[src/rtl/mc_sync_fifo.sv]
// Multi-channel single-clock FIFO: NUM_CH independent queues sharing one push and one pop port.
// Define MC_FIFO_FWFT_EN for first-word-fall-through reads; default is a registered 1-cycle read.
module mc_sync_fifo #(
    parameter int DATA_W   = 8,
    parameter int DEPTH    = 16,
    parameter int NUM_CH   = 4,
    parameter int AF_LEVEL = DEPTH - 2,
    parameter int AE_LEVEL = 1,
    localparam int CH_W    = (NUM_CH > 1) ? $clog2(NUM_CH) : 1,
    localparam int PTR_W   = $clog2(DEPTH) + 1,
    localparam int CNT_W   = $clog2(DEPTH + 1)
) (
    input  logic              clk,
    input  logic              rst,
    input  logic              push,
    input  logic [CH_W-1:0]   wr_ch,
    input  logic [DATA_W-1:0] data_in,
    input  logic              pop,
    input  logic [CH_W-1:0]   rd_ch,
    output logic [DATA_W-1:0] data_out,
    output logic              data_valid,
    output logic [NUM_CH-1:0] full,
    output logic [NUM_CH-1:0] empty,
    output logic [NUM_CH-1:0] almost_full,
    output logic [NUM_CH-1:0] almost_empty,
    output logic [CNT_W-1:0]  level,
    output logic [NUM_CH-1:0] overflow,
    output logic [NUM_CH-1:0] underflow,
    input  logic              err_clr
);

    localparam int IDX_W = PTR_W - 1;

    logic [PTR_W-1:0]  wr_ptr_q [NUM_CH];
    logic [PTR_W-1:0]  wr_ptr_d [NUM_CH];
    logic [PTR_W-1:0]  rd_ptr_q [NUM_CH];
    logic [PTR_W-1:0]  rd_ptr_d [NUM_CH];
    logic [PTR_W-1:0]  fill     [NUM_CH];
    logic [DATA_W-1:0] head_w   [NUM_CH];

    logic [NUM_CH-1:0] wr_sel, rd_sel, push_acc, pop_acc;
    logic [NUM_CH-1:0] full_w, empty_w;
    logic [NUM_CH-1:0] ovf_q, ovf_d, unf_q, unf_d;
    logic [DATA_W-1:0] head_sel;
    logic [CNT_W-1:0]  level_sel;

    genvar gi;
    generate
        for (gi = 0; gi < NUM_CH; gi++) begin : g_ch
            logic [DATA_W-1:0] mem_q [DEPTH];

            // Out-of-range channel indices never decode, so such requests are dropped silently.
            assign wr_sel[gi]   = push && (wr_ch == CH_W'(gi));
            assign rd_sel[gi]   = pop  && (rd_ch == CH_W'(gi));

            assign fill[gi]     = wr_ptr_q[gi] - rd_ptr_q[gi];
            assign empty_w[gi]  = (wr_ptr_q[gi] == rd_ptr_q[gi]);
            assign full_w[gi]   = (wr_ptr_q[gi][IDX_W-1:0] == rd_ptr_q[gi][IDX_W-1:0]) &&
                                  (wr_ptr_q[gi][IDX_W] != rd_ptr_q[gi][IDX_W]);
            assign almost_full[gi]  = (fill[gi] >= PTR_W'(AF_LEVEL));
            assign almost_empty[gi] = (fill[gi] <= PTR_W'(AE_LEVEL));

            // Acceptance uses pre-edge flags: no pop-makes-room, no write-to-read bypass.
            assign push_acc[gi] = wr_sel[gi] & ~full_w[gi];
            assign pop_acc[gi]  = rd_sel[gi] & ~empty_w[gi];

            assign wr_ptr_d[gi] = wr_ptr_q[gi] + PTR_W'(push_acc[gi]);
            assign rd_ptr_d[gi] = rd_ptr_q[gi] + PTR_W'(pop_acc[gi]);

            assign ovf_d[gi] = (wr_sel[gi] & full_w[gi])  | (ovf_q[gi] & ~err_clr);
            assign unf_d[gi] = (rd_sel[gi] & empty_w[gi]) | (unf_q[gi] & ~err_clr);

            always_ff @(posedge clk) begin
                if (push_acc[gi]) begin
                    mem_q[wr_ptr_q[gi][IDX_W-1:0]] <= data_in;
                end
            end

            assign head_w[gi] = mem_q[rd_ptr_q[gi][IDX_W-1:0]];
        end
    endgenerate

    always_ff @(posedge clk or negedge rst) begin
        if (!rst) begin
            for (int i = 0; i < NUM_CH; i++) begin
                wr_ptr_q[i] <= '0;
                rd_ptr_q[i] <= '0;
            end
            ovf_q <= '0;
            unf_q <= '0;
        end else begin
            for (int i = 0; i < NUM_CH; i++) begin
                wr_ptr_q[i] <= wr_ptr_d[i];
                rd_ptr_q[i] <= rd_ptr_d[i];
            end
            ovf_q <= ovf_d;
            unf_q <= unf_d;
        end
    end

    always_comb begin
        head_sel  = '0;
        level_sel = '0;
        for (int i = 0; i < NUM_CH; i++) begin
            if (rd_ch == CH_W'(i)) begin
                head_sel  = head_w[i];
                level_sel = CNT_W'(fill[i]);
            end
        end
    end

`ifdef MC_FIFO_FWFT_EN
    logic rd_avail;

    always_comb begin
        rd_avail = 1'b0;
        for (int i = 0; i < NUM_CH; i++) begin
            if (rd_ch == CH_W'(i)) begin
                rd_avail = ~empty_w[i];
            end
        end
    end

    assign data_out   = head_sel;
    assign data_valid = rd_avail;
`else
    logic [DATA_W-1:0] data_out_q, data_out_d;
    logic              data_valid_q, data_valid_d;

    // Only the rd_ch channel can accept a pop, so head_sel is the word being popped.
    always_comb begin
        data_valid_d = |pop_acc;
        data_out_d   = data_valid_d ? head_sel : data_out_q;
    end

    always_ff @(posedge clk or negedge rst) begin
        if (!rst) begin
            data_out_q   <= '0;
            data_valid_q <= 1'b0;
        end else begin
            data_out_q   <= data_out_d;
            data_valid_q <= data_valid_d;
        end
    end

    assign data_out   = data_out_q;
    assign data_valid = data_valid_q;
`endif

    assign full      = full_w;
    assign empty     = empty_w;
    assign level     = level_sel;
    assign overflow  = ovf_q;
    assign underflow = unf_q;

endmodule

[config.mk]
export PLATFORM = sky130hd
export DESIGN_NAME = mc_sync_fifo
export DESIGN_NICKNAME = d
export VERILOG_FILES = /design/src/rtl/mc_sync_fifo.sv
export SDC_FILE = /design/constraint.sdc
export NUM_CORES = 1
export LEC_CHECK = 0
export BUFFER_PORTS_ARGS = -buffer_cell sky130_fd_sc_hd__buf_2
export CORE_MARGIN = 2
export CORE_UTILIZATION = 34
export DETAILED_ROUTE_END_ITERATION = 10
export PLACE_DENSITY = 0.48
export SLEW_MARGIN = 40
export SYNTH_ARGS = -nofsm -noshare
export SYNTH_HDL_FRONTEND = slang
export SYNTH_SLANG_ARGS = --single-unit
[constraint.sdc]
create_clock -name clk -period 9.3 [get_ports clk]
set_input_delay 2.79 -clock clk [delete_from_list [all_inputs] [get_ports clk]]
set_output_delay 2.79 -clock clk [all_outputs]
set_load 0.05 [all_outputs]
======== Word-level counts from Yosys, hierarchy flattened ========
Memories as Yosys holds them, arrays and structs flattened.
Cells that the tools add are included.
cells by class
  $add $sub $neg .......................... 12
  order comparisons ....................... 8
  equal/unequal tests ..................... 18
  mux-type cells .......................... 16
  bitwise gates (word level) .............. 41
  reductions and logical operators ........ 15
operators with widths
  cell                count
  $add 5x1->5         8
  $mux 8              4
  $and 1x1->1         24
  $eq 5x5->1          4
  $ge 5x4->1 const B  4
  $le 5x1->1 const B  4
  $mux 5              4
  $sub 5x5->5         4
  $eq 4x4->1          4
  $logic_and 1x1->1   12
  $not 1->1           9
  $eq 2x2->1 const B  4
  $mux 1              8
  $or 1x1->1          8
  $eq 2x1->1 const B  2
  $logic_not 2->1     2
  $ne 1x1->1          4
  $reduce_or 4->1     1
word-level totals
  register bits after elaboration ......... 57
  bits in writable memories ............... 512
  output and inout bits ................... 38
  logic and storage cells ................. 126
  memories kept ........................... 4
memory list
  name           depth  bits a word  rd ports  clocked after Yosys merged registers in  write ports  line  RTL
  g_ch[0].mem_q  16     8            1         0                                        1            50    logic [DATA_W-1:0] mem_q [DEPTH];
  g_ch[1].mem_q  16     8            1         0                                        1            50
  g_ch[2].mem_q  16     8            1         0                                        1            50
  g_ch[3].mem_q  16     8            1         0                                        1            50

======== Depth between registers and ports, before layout ========
  word-level depth ........................ 6
  depth in mapped cells ................... 11
  mapped depth without buffers ............ 9

======== Least setup slack after synthesis ========
No wires, ideal clock.
  path kind ............................... input port to output port
  start point ............................. input port rd_ch[0]
  end point ............................... output port level[2]
  arrival time ............................ 3965 ps
  slack ................................... 2545 ps
  cell stages on the path ................. 4
  path buffers ............................ 2
  cell sequence ........................... buf_2 > buf_4 > mux4_2 > inv_1
between the ends
  longest elaborated chain between the ends .. 5
RTL lines
  item                  line  RTL
  start, declared       19    input logic [CH_W-1:0] rd_ch,
  $logic_not 2->1       105   if (rd_ch == CH_W'(i)) begin
  $mux 5 (3 in series)  105
  $mux 5 (*)            105
  end, declared         26    output logic [CNT_W-1:0] level,
Every way passes the cells marked *; elsewhere a longest branch is shown, timed or not.

======== Final worst setup path ========
Ends and elaborated chain as after synthesis.

==> summary.md <==
| Metric | Value |
|---|---|
| Run status | `complete, no violations` |
| Post-route clock skew | `0.0238 ns` |
| Wire length of the first global-routing pass | `86.7 mm` |
| Largest fanout of any net on the critical path | `20` |
| Slew at the pin closest to its max-slew limit | `0.862 ns` |
| Number of cell rows | `95` |
| Post-Synth XOR/XNOR Area | `1.59%` |
| Total setup buffers inserted after CTS | `0` |
| Via count of the first global-routing pass | `between 10000 and 15000` |
| Clk slew on worst S/H paths | `0.06 ns` |
| Hold WC Path Type | `register to register` |
| Crit-path most repeated cell | `sky130_fd_sc_hd__buf_2` |
| Number of buffers added by the clock tree synthesis step | `61` |
| Leading cell type in the layout, fill and taps excluded | `sky130_fd_sc_hd__edfxtp_1` |
| Cell type with the highest aggregate area in the netlist | `sky130_fd_sc_hd__edfxtp_1` |
| Total gr overflow | `0` |
| Synth Area in Compound Gates | `approximately 4%` |
| Max IR drop VDD | `0.000357 V` |
| Length in cells of the worst reg-to-reg path | `8` |
| Clock H-tree levels | `2` |
| Worst endpoint data arrival time | `4.07 ns` |
| First-iteration detailed-routing DRC count | `around 1100` |
| Switching power summed over all nets | `3.13 mW` |
| Total via count in the routed design | `around 12000` |
| Detailed-route wire length per cell | `25.0 µm` |
| P_int | `5.29 mW` |
| Post-detail-place hpwl | `38.0 mm` |
| Critical Path End Type | `primary output` |
| Boundary Pins | `between 50 and 60` |
| Total negative setup slack | `0 ns` |
| Final hold violation count | `0` |
| Antenna diode instance count | `0` |
| Worst reg2reg endpoint | `g_ch[1].mem_q[1][2]$_DFFE_PP_` |
| Min Clock Period, post-route | `6.86 ns` |
| Remaining number of nets flagged by the antenna check after routing | `0` |
| All-Layer GR Usage | `16.9%` |
| Power density of the placed cells | `316 nW/µm²` |
| Endpoints failing setup | `0` |
| Top cells by area, synth | `sky130_fd_sc_hd__edfxtp_1 66%, sky130_fd_sc_hd__mux4_2 6.9%, sky130_fd_sc_hd__dfrtp_1 6.2%` |
| Proportion of synthesized flip-flops having asynchronous set or reset | `10.0%` |
| Total Wirelength | `roughly 59 mm` |
| Initial core utilization | `about a third` |
| Filler cells | `6178` |
| Worst rel slew slack | `42.3%` |
| Fraction of the yosys area taken by sequential cells | `72.5%` |
| CTS Sinks | `569` |
| Startpoint of the worst-slack reg-to-reg timing path | `rd_ptr_q[12]$_DFF_PN0_` |
| Share of total power in the clock network | `a little over a quarter` |
| Synthesized net count | `1390` |
| TritonCTS clock tree | `yes` |
| Max stage delay cell, worst path | `sky130_fd_sc_hd__mux4_2` |
| Synthesis-to-finish area growth | `14.7%` |
| Main synth FF type | `sky130_fd_sc_hd__edfxtp_1` |
| # resized after CTS | `0` |
| Switch share | `between 30% and 40%` |
| Pin count of the biggest net entering global routing | `65` |
| Post-synthesis mux area share | `12.9%` |
| Post-synthesis cell count | `roughly 1300` |
| Number of instances on the worst hold path | `1` |
| Synthesized-area fraction occupied by and/or/nand/nor cells | `5.11%` |
| Setup repair after global routing missed its margin | `false` |
| Number of antenna violations at the first check in global routing | `3` |
| Terminating pin of the worst hold path | `rd_ptr_q[19]$_DFF_PN0_` |
| Post-synth EDFFs | `512` |
| Vias per inst | `5.19` |
| Tightest hold margin | `0.491 ns` |
| Final routed DRC violation total | `0` |
| Synthesized area | `23200 µm²` |
| Combinational Power Share | `35.0%` |
| Die Width | `265 µm` |
| Number of nets in the layout | `1486` |
| Register bit count reported by yosys | `569` |
| Fraction of the mapped netlist area in adder cells | `~2.1%` |
| R2R setup slack | `5.51 ns` |
| Pre-Repair DR Iteration Count | `5` |
| Clock Tree Buf Depth | `3` |
| Share of the cycle needed by the critical path after routing | `73.7%` |
| Port-buffer cells | `54` |
| Kind of critical path | `input pin to primary output` |
| Total Die Area | `70300 µm²` |
| Critical path startpoint category | `input pin` |
| Share of the synthesized area in the top cell type | `66.3%` |
| Min-Delay Startpoint | `rd_ptr_q[19]$_DFF_PN0_` |
| Distinct cell type count of the synthesized netlist | `44` |
| Height of the die | `265 µm` |
| Slowest Stage Delay on Critical Path | `0.56 ns` |
| Static power due to leakage | `between 9 and 10 nW` |
| Synthesized area per cell | `around 17 µm²` |
| Power share of the sequential group | `roughly 38%` |
| Synth Warn # | `0` |
| Number of maximum-capacitance constraint violations | `0` |
| Fraction of layout instances using a drive strength above 1 | `20.2%` |
| Most used cells in the layout excluding fill and tap cells | `512 x sky130_fd_sc_hd__edfxtp_1, 123 x sky130_fd_sc_hd__mux2i_1, 71 x sky130_fd_sc_hd__mux4_2, 61 x sky130_fd_sc_hd__clkbuf_16, 60 x sky130_fd_sc_hd__a22oi_1` |
| Combinational family with the most area after synthesis | `multiplexers` |
| Post-cts hold buffer count | `0` |
| Count of pins over their slew limit | `0` |
| Placer's final routability congestion estimate | `0.819` |
| Core area | `between 60000 and 70000 µm²` |
| Library cell used as clock root buffer | `sky130_fd_sc_hd__clkbuf_16` |
| Worst skew pair latency | `0.62 ns` |
| Achievable clock frequency | `roughly 0.15 GHz` |
| Cells along the critical path | `buf_2, mux4_2, inv_1, buf_2` |
| Endpoint required time on the critical path | `~6.5 ns` |
-- cell type report --
cell class	instances	area, µm²	share of cell area (%)
clock buffer	78	1640	6.16
clock inverter	37	254	0.955
inverter	39	146	0.550
multi-input combinational	673	6110	23.0
sequential	569	16800	63.2
tap	873	1090	4.11
timing repair buffer	89	552	2.07
-- how the worst max path moves through the flow --
stage / startpoint / endpoint / slack, ns / cells after the start
finish: rd_ch[0] / level[2] / 2.44 / 4
CTS: rd_ch[0] / level[2] / 2.44 / 4
global route: rd_ch[0] / level[2] / 2.35 / 4
detailed placement: rd_ch[0] / level[2] / 2.43 / 4
floorplan: rd_ch[0] / level[2] / 2.55 / 4
global placement: rd_ch[0] / level[2] / 2.44 / 4
-- sequential cells by signal (all words and copies together), names as in the netlist --
register    count
g_ch.mem_q    512
rd_ptr_q       20
wr_ptr_q       20
data_out        8
overflow        4
underflow       4
data_valid      1
-- power groups by stage --
stage	combinational, mW	clock (mW)	sequential, mW
floorplan	2.04	0	3.15
global placement	2.94	0	3.21
detailed placement	2.96	0	3.22
CTS	2.97	2.35	3.17
global route	3.15	2.46	3.19
finish	2.95	2.30	3.17
-- routing by layer --
layer	routed length [µm]	share of wire, %	global-route usage (%)	up-vias
met2	26600	45	25.4	296
met1	28300	48	25.7	6413
met5	0	0	0	-
li1	-	-	-	5467
met4	1080	1.8	3.88	0
met3	3090	5.2	2.89	71
-- critical path, delay by kind of cell --
family	cells	cell delay (ns)
buf+inv	3	0.71
mux	1	0.56
-- Yosys cell counts, types with 22 or more instances --
cell type / n
sky130_fd_sc_hd__xnor2_1: 26
sky130_fd_sc_hd__nand3_1: 57
sky130_fd_sc_hd__a21oi_1: 22
sky130_fd_sc_hd__edfxtp_1: 512
sky130_fd_sc_hd__clkbuf_1: 25
sky130_fd_sc_hd__inv_1: 39
sky130_fd_sc_hd__nor2_1: 73
sky130_fd_sc_hd__mux4_2: 71
sky130_fd_sc_hd__mux2i_1: 123
sky130_fd_sc_hd__nor3_1: 25
sky130_fd_sc_hd__nand2_1: 53
sky130_fd_sc_hd__dfrtp_1: 57
sky130_fd_sc_hd__ha_1: 32
sky130_fd_sc_hd__a22oi_1: 60
-- logic make-up after synthesis --
group	count (synthesis)
xor+xnor	42
flops	569
buf+inv	95
fa+ha+maj	36
compound gates	140
simple gates	255
mux	200
-- through the flow --
stage	area (µm²)	instances	utilization, %	setup WS (ns)	power (mW)
global placement	24600	2242	36.4	2.44	6.15
finish	26600	2358	39.5	2.44	8.42
floorplan	23200	1337	-	2.55	5.19
global route	26600	2358	39.5	2.35	8.80
detailed placement	24600	2243	36.6	2.43	6.18
CTS	26500	2358	39.4	2.44	8.49
Power figures use the tool's default switching activity.
